File: src/rtl/pc_dispatch_queue_if.sv
// Interface bundling the table-write, enqueue, request and status signals of the
// PC dispatch queue. The master modport is the processor/host side, the slave
// modport is the queue itself.
interface pc_dispatch_queue_if #(
  parameter int unsigned PC_W = 16
) ();

  logic            tbl_wen;
  logic [3:0]      tbl_waddr;
  logic [PC_W-1:0] tbl_wval;
  logic            queue_wen;
  logic [3:0]      queue_number;
  logic            request_new_pc;
  logic [PC_W-1:0] new_pc;
  logic [1:0]      idle;
  logic [4:0]      count;
  logic            overflow;

  modport master (
    output tbl_wen,
    output tbl_waddr,
    output tbl_wval,
    output queue_wen,
    output queue_number,
    output request_new_pc,
    input  new_pc,
    input  idle,
    input  count,
    input  overflow
  );

  modport slave (
    input  tbl_wen,
    input  tbl_waddr,
    input  tbl_wval,
    input  queue_wen,
    input  queue_number,
    input  request_new_pc,
    output new_pc,
    output idle,
    output count,
    output overflow
  );

endinterface

File: src/rtl/pc_dispatch_queue.sv
// PC dispatch queue: a 16-entry table of entry-point PCs, a FIFO of table values
// selected by index, and a two-state FSM that hands the next PC to the processor
// on request. Optional macro DISPATCH_BYPASS_EN delivers an enqueue straight to
// new_pc when a request is already waiting on an empty FIFO.
module pc_dispatch_queue #(
  parameter int unsigned DEPTH = 8,
  parameter int unsigned PC_W  = 16
) (
  input logic                clk,
  input logic                rst,
  pc_dispatch_queue_if.slave bus
);

  localparam int unsigned PtrW     = (DEPTH > 1) ? $clog2(DEPTH) : 1;
  localparam logic [4:0]  DepthCnt = 5'(DEPTH);

  typedef enum logic [0:0] {StIdle, StWait} state_e;

  state_e state_q, state_d;

  logic [PC_W-1:0] tbl_q  [16];
  logic [PC_W-1:0] fifo_q [DEPTH];

  logic [PtrW-1:0] wr_ptr_q, wr_ptr_d;
  logic [PtrW-1:0] rd_ptr_q, rd_ptr_d;
  logic [4:0]      count_q, count_d;
  logic [PC_W-1:0] new_pc_q, new_pc_d;
  logic [1:0]      idle_q, idle_d;
  logic            overflow_q, overflow_d;

  logic            fifo_empty;
  logic            fifo_full;
  logic            pop;
  logic            push;
  logic            bypass;
  logic            drop;
  logic [PC_W-1:0] tbl_rd_val;

  assign fifo_empty = (count_q == 5'd0);
  assign fifo_full  = (count_q == DepthCnt);
  // Combinational read gives the pre-write value on a same-cycle table write.
  assign tbl_rd_val = tbl_q[bus.queue_number];

  // Decode pop and bypass events from the current state and inputs.
  always_comb begin
    pop    = 1'b0;
    bypass = 1'b0;
    unique case (state_q)
      StIdle: pop = bus.request_new_pc && !fifo_empty;
      StWait: begin
        pop = !fifo_empty;
`ifdef DISPATCH_BYPASS_EN
        bypass = fifo_empty && bus.queue_wen;
`else
        bypass = 1'b0;
`endif
      end
      default: begin
        pop    = 1'b0;
        bypass = 1'b0;
      end
    endcase
  end

  // FSM state register.
  always_ff @(posedge clk) begin
    if (rst) begin
      state_q <= StIdle;
    end else begin
      state_q <= state_d;
    end
  end

  // FSM next-state logic; a request in StWait is ignored so requests never stack.
  always_comb begin
    state_d = state_q;
    unique case (state_q)
      StIdle: if (bus.request_new_pc && fifo_empty) state_d = StWait;
      StWait: if (pop || bypass) state_d = StIdle;
      default: state_d = StIdle;
    endcase
  end

  // FSM outputs: next values of the registered new_pc and idle outputs.
  always_comb begin
    new_pc_d = new_pc_q;
    if (pop) begin
      new_pc_d = fifo_q[rd_ptr_q];
    end else if (bypass) begin
      new_pc_d = tbl_rd_val;
    end
    idle_d = (state_d == StWait) ? 2'd1 : 2'd0;
  end

  // FIFO bookkeeping: a full FIFO still accepts a push when it pops in the same cycle.
  always_comb begin
    push       = bus.queue_wen && !bypass && (!fifo_full || pop);
    drop       = bus.queue_wen && !bypass && fifo_full && !pop;
    wr_ptr_d   = push ? wr_ptr_q + PtrW'(1) : wr_ptr_q;
    rd_ptr_d   = pop ? rd_ptr_q + PtrW'(1) : rd_ptr_q;
    overflow_d = overflow_q || drop;
    count_d    = count_q;
    if (push && !pop) begin
      count_d = count_q + 5'd1;
    end else if (pop && !push) begin
      count_d = count_q - 5'd1;
    end
  end

  // Entry-point table; cleared on reset.
  always_ff @(posedge clk) begin
    if (rst) begin
      for (int i = 0; i < 16; i++) begin
        tbl_q[i] <= '0;
      end
    end else if (bus.tbl_wen) begin
      tbl_q[bus.tbl_waddr] <= bus.tbl_wval;
    end
  end

  // FIFO storage; contents are don't-care while the pointers say empty.
  always_ff @(posedge clk) begin
    if (!rst && push) begin
      fifo_q[wr_ptr_q] <= tbl_rd_val;
    end
  end

  // Pointer, occupancy and output registers.
  always_ff @(posedge clk) begin
    if (rst) begin
      wr_ptr_q   <= '0;
      rd_ptr_q   <= '0;
      count_q    <= '0;
      new_pc_q   <= '0;
      idle_q     <= 2'd0;
      overflow_q <= 1'b0;
    end else begin
      wr_ptr_q   <= wr_ptr_d;
      rd_ptr_q   <= rd_ptr_d;
      count_q    <= count_d;
      new_pc_q   <= new_pc_d;
      idle_q     <= idle_d;
      overflow_q <= overflow_d;
    end
  end

  assign bus.new_pc   = new_pc_q;
  assign bus.idle     = idle_q;
  assign bus.count    = count_q;
  assign bus.overflow = overflow_q;

endmodule

File: src/flat_wrapper.sv
// flat-port wrapper written by rule: the top's interface ports become plain ports
module pc_dispatch_queue_flat 
#(
  parameter int unsigned DEPTH = 8,
  parameter int unsigned PC_W  = 16
)
  (clk, rst, bus_tbl_wen, bus_tbl_waddr, bus_tbl_wval, bus_queue_wen, bus_queue_number, bus_request_new_pc, bus_new_pc, bus_idle, bus_count, bus_overflow);
  pc_dispatch_queue_if #(.PC_W(PC_W)) bus_i ();
  input logic clk;
  input logic rst;
  input wire logic [$bits(bus_i.tbl_wen)-1:0] bus_tbl_wen;
  input wire logic [$bits(bus_i.tbl_waddr)-1:0] bus_tbl_waddr;
  input wire logic [$bits(bus_i.tbl_wval)-1:0] bus_tbl_wval;
  input wire logic [$bits(bus_i.queue_wen)-1:0] bus_queue_wen;
  input wire logic [$bits(bus_i.queue_number)-1:0] bus_queue_number;
  input wire logic [$bits(bus_i.request_new_pc)-1:0] bus_request_new_pc;
  output wire logic [$bits(bus_i.new_pc)-1:0] bus_new_pc;
  output wire logic [$bits(bus_i.idle)-1:0] bus_idle;
  output wire logic [$bits(bus_i.count)-1:0] bus_count;
  output wire logic [$bits(bus_i.overflow)-1:0] bus_overflow;
  assign bus_i.tbl_wen = bus_tbl_wen;
  assign bus_i.tbl_waddr = bus_tbl_waddr;
  assign bus_i.tbl_wval = bus_tbl_wval;
  assign bus_i.queue_wen = bus_queue_wen;
  assign bus_i.queue_number = bus_queue_number;
  assign bus_i.request_new_pc = bus_request_new_pc;
  assign bus_new_pc = bus_i.new_pc;
  assign bus_idle = bus_i.idle;
  assign bus_count = bus_i.count;
  assign bus_overflow = bus_i.overflow;
  pc_dispatch_queue #(.DEPTH(DEPTH), .PC_W(PC_W)) u_core (.clk(clk), .rst(rst), .bus(bus_i));
endmodule
File: config.mk
export PLATFORM = sky130hd
export DESIGN_NAME = pc_dispatch_queue_flat
export DESIGN_NICKNAME = d
export VERILOG_FILES = /design/src/rtl/pc_dispatch_queue_if.sv /design/src/rtl/pc_dispatch_queue.sv /design/src/flat_wrapper.sv
export SDC_FILE = /design/constraint.sdc
export NUM_CORES = 1
export LEC_CHECK = 0
export CORE_ASPECT_RATIO = 1.25
export CORE_UTILIZATION = 46
export CTS_BUF_LIST = sky130_fd_sc_hd__clkbuf_4
export CTS_CLUSTER_SIZE = 30
export DETAILED_ROUTE_END_ITERATION = 10
export GPL_TIMING_DRIVEN = 0
export PLACE_DENSITY = 0.68
export SLEW_MARGIN = 20
export SYNTH_ARGS = -nofsm -noshare
export SYNTH_HDL_FRONTEND = slang
export SYNTH_SLANG_ARGS = --single-unit
File: constraint.sdc
create_clock -name clk -period 3.15 [get_ports clk]
set_input_delay 0.63 -clock clk [delete_from_list [all_inputs] [get_ports clk]]
set_output_delay 0.63 -clock clk [all_outputs]
set_load 0.005 [all_outputs]
==> results of run 1 <==
==> how the worst max path moves through the flow <==
stage                                    from                  end  slack, ns
final                     u_core.bus.count[1]  u_core.bus.count[4]       0.18
after global routing      u_core.bus.count[1]  u_core.bus.count[4]       0.01
after CTS                 u_core.bus.count[1]  u_core.bus.count[4]      0.002
after detailed placement   bus_request_new_pc  u_core.bus.count[4]      -0.70
after global placement                    rst  u_core.fifo_q[4][7]      -2.22
after floorplan                           rst  u_core.fifo_q[0][0]       0.03
==> critical path, cell delays in order (launching register included) <==
cell and delay [ns]:
dfxtp_1 0.37, or4_4 0.53, buf_6 0.15, o21ai_4 0.13
inv_1 0.11, ha_1 0.26, fa_1 0.41, nand2b_1 0.16
a21oi_1 0.16, mux2i_1 0.23, mux2_2 0.34
==> power by group <==
part,switching (mW),total [mW],internal (mW)
logic,1.10,2.21,1.11
clock network,2.13,4.58,2.44
registers,0.157,6.55,6.40
==> flip-flops by register name (all words and copies together) (netlist names) <==
name	flops
u_core.bus.count	5
u_core.bus.idle	1
u_core.bus.new_pc	16
u_core.bus.overflow	1
u_core.fifo_q	128
u_core.rd_ptr_q	3
u_core.tbl_q	256
u_core.wr_ptr_q	3
==> stage by stage <==
stage	instances	TNS, ns	util [%]	power, mW	setup slack (ns)
after global routing	1775	0	53.9	13.9	0.0141
after CTS	1773	0	53.9	13.4	0.00194
after floorplan	1041	0	-	8.12	0.0299
after detailed placement	1591	-16.51	50.3	8.90	-0.704
after global placement	1576	-175.79	49.9	8.83	-2.22
final	1775	0	53.9	13.3	0.177
==> cells in the mapped netlist, types with 2 or more instances <==
master     count
nand2_1       23
dfxtp_1       29
and2_1       257
nor2b_1        3
mux4_2        96
inv_1          5
buf_4          2
a21oi_1        5
nor3_1         8
xor2_1         5
ha_1           6
or2_2         16
buf_1          4
edfxtp_1     384
nor4_1         3
nor2_1        36
buf_6          2
mux2_2        17
a22oi_1       32
nand4bb_1      2
nand2b_1       3
clkbuf_1      54
a22o_1        16
buf_2         11
mux2i_1        2
==> metal layers <==
metal,vias to the layer above,routed length [um],global-route usage (%),part of all wire [%]
met1,4788,14300,23.0,36
met4,0,1650,10.2,4.2
li1,4353,-,-,-
met3,72,1930,3.95,4.9
met2,303,21400,39.2,54
met5,-,0,0,0
==> what timing repair did <==
action,4_1_cts,5_1_grt
pin swaps,0,1
setup endpoints to repair,1,2
buffers inserted,0,1
resized for setup,1,1
==> cells by family (layout without fill, tap and decap cells) <==
| family | Yosys count | count (layout) | synth area share [%] |
|---|---|---|---|
| flops | 413 | 413 | 68.9 |
| fa+ha+maj | 7 | 7 | 0.541 |
| compound gates | 59 | 59 | 2.66 |
| xor+xnor | 6 | 6 | 0.299 |
| simple gates | 361 | 361 | 12.2 |
| other cells | 1 | 2 | 0.0213 |
| buf+inv | 79 | 326 | 1.96 |
| mux | 115 | 115 | 13.5 |
==> layout make-up <==
cell class / count / area, sq um
Tap cell: 486 / 608
Timing Repair Buffer: 65 / 613
Multi-Input combinational cell: 549 / 5180
Clock buffer: 152 / 1140
Fill cell: 2984 / 17300
Antenna cell: 1 / 2.50
Inverter: 5 / 18.8
Clock inverter: 30 / 201
Sequential cell: 413 / 12100
Buffer: 74 / 325
==> results.txt, run 1 <==
HP Start: u_core.bus.new_pc[13]
Hpwl dp: 26600 um
First-pass GRT wire length: 59400 um
Fin nets: 1244
Final WL: 39400 um
Netlist cell types: 45
Residual DRC: 0
Maxcap violations: 0
Async S/R FF share, synth: 0%
DIE HEIGHT: 221 um
Startpoint Class: flip-flop
RSZ-0062 raised after global routing: false
Cell area after synthesis: 17600 sq um
Req. time, crit path: 3.78 ns
Pleak: 6.98 nW
Top-area cell type share of the netlist area: 65.6%
Most common cell after layout, fill and taps aside: edfxtp_1
Max transition margin: 34.2%
Reg2Reg Setup Slack: 0.18 ns
Gr usage total: 21.1%
Most frequent cells in the layout: edfxtp_1 (384), and2_1 (257), clkbuf_4 (152), mux4_2 (96), clkbuf_1 (54)
Initial core utilization: 46.9%
RR Endpoint: u_core.bus.count[4]
Worst Hold Class: reg2reg
Sequential fraction of the synthesis area: 68.9%
Crit Path Category: reg2reg
Worst Hold Path EP: u_core.bus.new_pc[13]
Clock sinks: 413
Drt pass-1 iters: 5
Num rows: 79
Placer congestion estimate: 0.833
Clock slew at reported path FFs: 0.08 ns
Synth Net Count: 1077
DRT antenna net count: 0
Core area: 37500 sq um
CTS Buf Count: 100
Hold Path Stages: 1
Status: finished, final reports clean
Max frequency: 336 MHz
Clk root buf: clkbuf_4
Initial antenna violation count: 1
1st-iter DRT viols: 565
Die area: 39000 sq um
Area contributors post-synth: edfxtp_1 (66%), mux4_2 (12%), and2_1 (9.1%)
Cell area after placement: 18800 sq um
Tcrit/Tclk final: 94.4%
Largest net degree at the start of global routing: 17
Ports: 53
Post-Layout Inst Area: 20200 sq um
# hold bufs at CTS: 0
Hold slack: 0.475 ns
Largest area contributor in the netlist: edfxtp_1
Final hold viol count: 0
Reg2reg start: u_core.bus.count[1]
Synth Flop Type: edfxtp_1
Syn Inst Count: 1041
Per-cell routed wire length: 22.2 um
Share of cells above drive strength 1: 26.3%
Period minus WS final: 2.97 ns
Max IR drop VDD: 235 uV
TritonCTS clock tree: yes
PD cells: 660 nW/um^2
FF-to-FF path depth: 10
Worst Path Max Fanout: 7
Final setup vio count: 0
Post-synth EDFFs: 384
GRT overflow: 0
Vias in the first global route: 10133
Worst-margin pin slew: 0.979 ns
Max Root-Sink Buffers: 3
Die Wd: 177 um
PortBufs: 49
Via density: 5.36
Worst Skew: 0.0486 ns
Data arrival time of the critical path: 3.61 ns
DR vias: 9516
Syn Area/Cell: 16.9 sq um
Area Overhead vs Synth: 14.9%
Yosys warns: 0
CTS H-tree lvls: 3
Max-slew violation count: 0
Worst skew pair latency: 0.76 ns
Crit. End Element: flip-flop
Synth Register Bits: 413
(Power assumes the default switching activity.)
==> run 2: changes to the inputs <==
--- a/config.mk
+++ b/config.mk
@@ -6,6 +6,7 @@
 export NUM_CORES = 1
 export LEC_CHECK = 0
 export CORE_ASPECT_RATIO = 1.25
+export CORE_MARGIN = 2
 export CORE_UTILIZATION = 46
 export CTS_BUF_LIST = sky130_fd_sc_hd__clkbuf_4
 export CTS_CLUSTER_SIZE = 30
==> run 2 against run 1 <==
Compared with the run above: clock skew decreased by 0.0054 ns; utilization shrank 0.92 points; sequential power is essentially flat; global-route usage is 2.0 points lower; final area is 0.46% lower; critical path depth did not move; sequential cell count unchanged; count of clock-buffer cells in the layout is 11 lower; total power down 2.6%; critical endpoint unchanged; largest power group unchanged.
==> results.txt, run 2 (synthesized netlist as in run 1, its figures left out) <==
Worst Skew: 0.0432 ns
Fill cell count: 3093
Per-cell routed wire length: 20.4 um
Most flop-heavy register: u_core.tbl_q
Worst Hold Path EP: u_core.bus.new_pc[13]
Clk root buf: clkbuf_4
Largest net degree at the start of global routing: 17
Tcrit/Tclk final: 93.1%
Num rows: 80
Max-slew violation count: 0
Residual DRC: 0
Vias in the first global route: 10342
TritonCTS clock tree: yes
DRT antenna net count: 0
Max transition margin: 33.3%
Internal power: 9.73 mW
Setup TNS: 0 ns
CTS H-tree lvls: 3
Data arrival time of the critical path: 3.59 ns
Gr usage total: 19.1%
Reg2reg start: u_core.bus.count[1]
Max IR drop VDD: 261 uV
Clock sinks: 413
Fin nets: 1242
GRT overflow: 0
Area Overhead vs Synth: 14.4%
Req. time, crit path: 3.80 ns
Final hold viol count: 0
Worst-margin pin slew: 0.993 ns
Status: finished, final reports clean
Clock slew at reported path FFs: 0.07 ns
Pleak: 6.92 nW
Seq pwr share: 50.4%
Fin util: 53.0%
Number of flip-flops in the largest register: 256
Crit Path Category: reg2reg
Final setup vio count: 0
Crit. End Element: flip-flop
PD cells: 646 nW/um^2
First-pass GRT wire length: 56400 um
Pre-CTS setup slack: -0.758 ns
Max Root-Sink Buffers: 3
Core area: 37900 sq um
NetSw: 3.27 mW
Reg2Reg Setup Slack: 0.22 ns
Placer congestion estimate: 0.771
Sw Share: 25.2%
Share of cells above drive strength 1: 25.4%
Drt pass-1 iters: 5
Period minus WS final: 2.93 ns
Hpwl dp: 26300 um
Most common cell after layout, fill and taps aside: edfxtp_1
1st-iter DRT viols: 607
Die Wd: 179 um
Die area: 39800 sq um
DIE HEIGHT: 223 um
Maxcap violations: 0
Hold Path Stages: 1
Initial core utilization: 46.4%
Hold slack: 0.476 ns
Startpoint Class: flip-flop
RSZ-0062 raised after global routing: false
PortBufs: 49
Worst skew pair latency: 0.79 ns
Final WL: 36200 um
Worst Hold Class: reg2reg
Most frequent cells in the layout: edfxtp_1 (384), and2_1 (257), clkbuf_4 (141), mux4_2 (96), clkbuf_1 (54)
FF-to-FF path depth: 10
Fin worst setup slack: 0.217 ns
RR Endpoint: u_core.bus.count[4]
Clock share of power: 33.0%
HP Start: u_core.bus.new_pc[13]
Via density: 5.22
Worst Path Max Fanout: 7
Comb pwr share: 16.6%
CTS Buf Count: 98
Initial antenna violation count: 1
Ports: 53
Max frequency: 341 MHz
DR vias: 9252
[run 2: cell count changes in the layout (fill, tap and decap cells not counted), sizes merged]
cell / delta
inv: -1
clkbuf: -11
clkinvlp: -1
bufinv: -1
clkinv: +4
[run 2: per-layer routing]
| metal | GRT usage [%] | vias up | wire (um) |
|---|---|---|---|
| li1 | - | 4352 | - |
| met1 | 20.5 | 4639 | 13400 |
| met2 | 36.0 | 202 | 20500 |
| met3 | 3.71 | 59 | 1460 |
| met4 | 7.79 | 0 | 812 |
| met5 | 0 | - | 0 |
[run 2: worst max-delay path by stage]
stage                     depth (start not counted)           startpoint  slack [ns]                    to
after global routing                             10  u_core.bus.count[1]        0.02   u_core.bus.count[4]
after floorplan                                   3                  rst        0.03   u_core.fifo_q[0][0]
final                                            10  u_core.bus.count[1]        0.22   u_core.bus.count[4]
after CTS                                        10  u_core.bus.count[1]       0.002   u_core.bus.count[4]
after global placement                            4                  rst       -2.52  u_core.fifo_q[0][11]
after detailed placement                         10   bus_request_new_pc       -0.76   u_core.bus.count[4]
[run 2: through the flow]
| step | std cells | power [mW] | cell area (sq um) |
|---|---|---|---|
| 2_1_floorplan | 1041 | 8.12 | 17600 |
| 3_3_place_gp | 1582 | 8.78 | 18700 |
| 3_5_place_dp | 1597 | 8.85 | 18800 |
| 4_1_cts | 1769 | 13.2 | 20100 |
| 5_1_grt | 1771 | 13.6 | 20100 |
| 6_report | 1771 | 13.0 | 20100 |
[run 2: worst max-delay path: stages, from the launching register on]
cell	delay, ns
dfxtp_1	0.35
or4_4	0.52
buf_6	0.15
o21ai_4	0.12
inv_1	0.10
ha_1	0.25
fa_1	0.41
nand2b_1	0.17
a21oi_1	0.16
mux2i_1	0.23
mux2_2	0.34
[run 2: repair_timing]
item | in CTS | in global routing
pin swaps | 0 | 1
resized for setup | 2 | 0
setup buffers | 0 | 1
hold buffers | 0 | 0
setup endpoints to repair | 2 | 2
[run 2: layout make-up]
class	instances	area [sq um]	share of cell area, %
Sequential cell	413	12100	60.2
Antenna cell	1	2.50	0.0124
Timing Repair Buffer	65	621	3.09
Multi-Input combinational cell	549	5170	25.7
Inverter	5	18.8	0.0933
Tap cell	492	616	3.06
Clock inverter	31	185	0.921
Buffer	74	325	1.62
Clock buffer	141	1060	5.26
[run 2: power groups by stage]
stage	logic (mW)	registers, mW	clock network (mW)
final	2.16	6.55	4.28
after detailed placement	2.18	6.68	0
after CTS	2.20	6.56	4.41
after global routing	2.37	6.60	4.65
after global placement	2.13	6.66	0
after floorplan	1.48	6.64	0
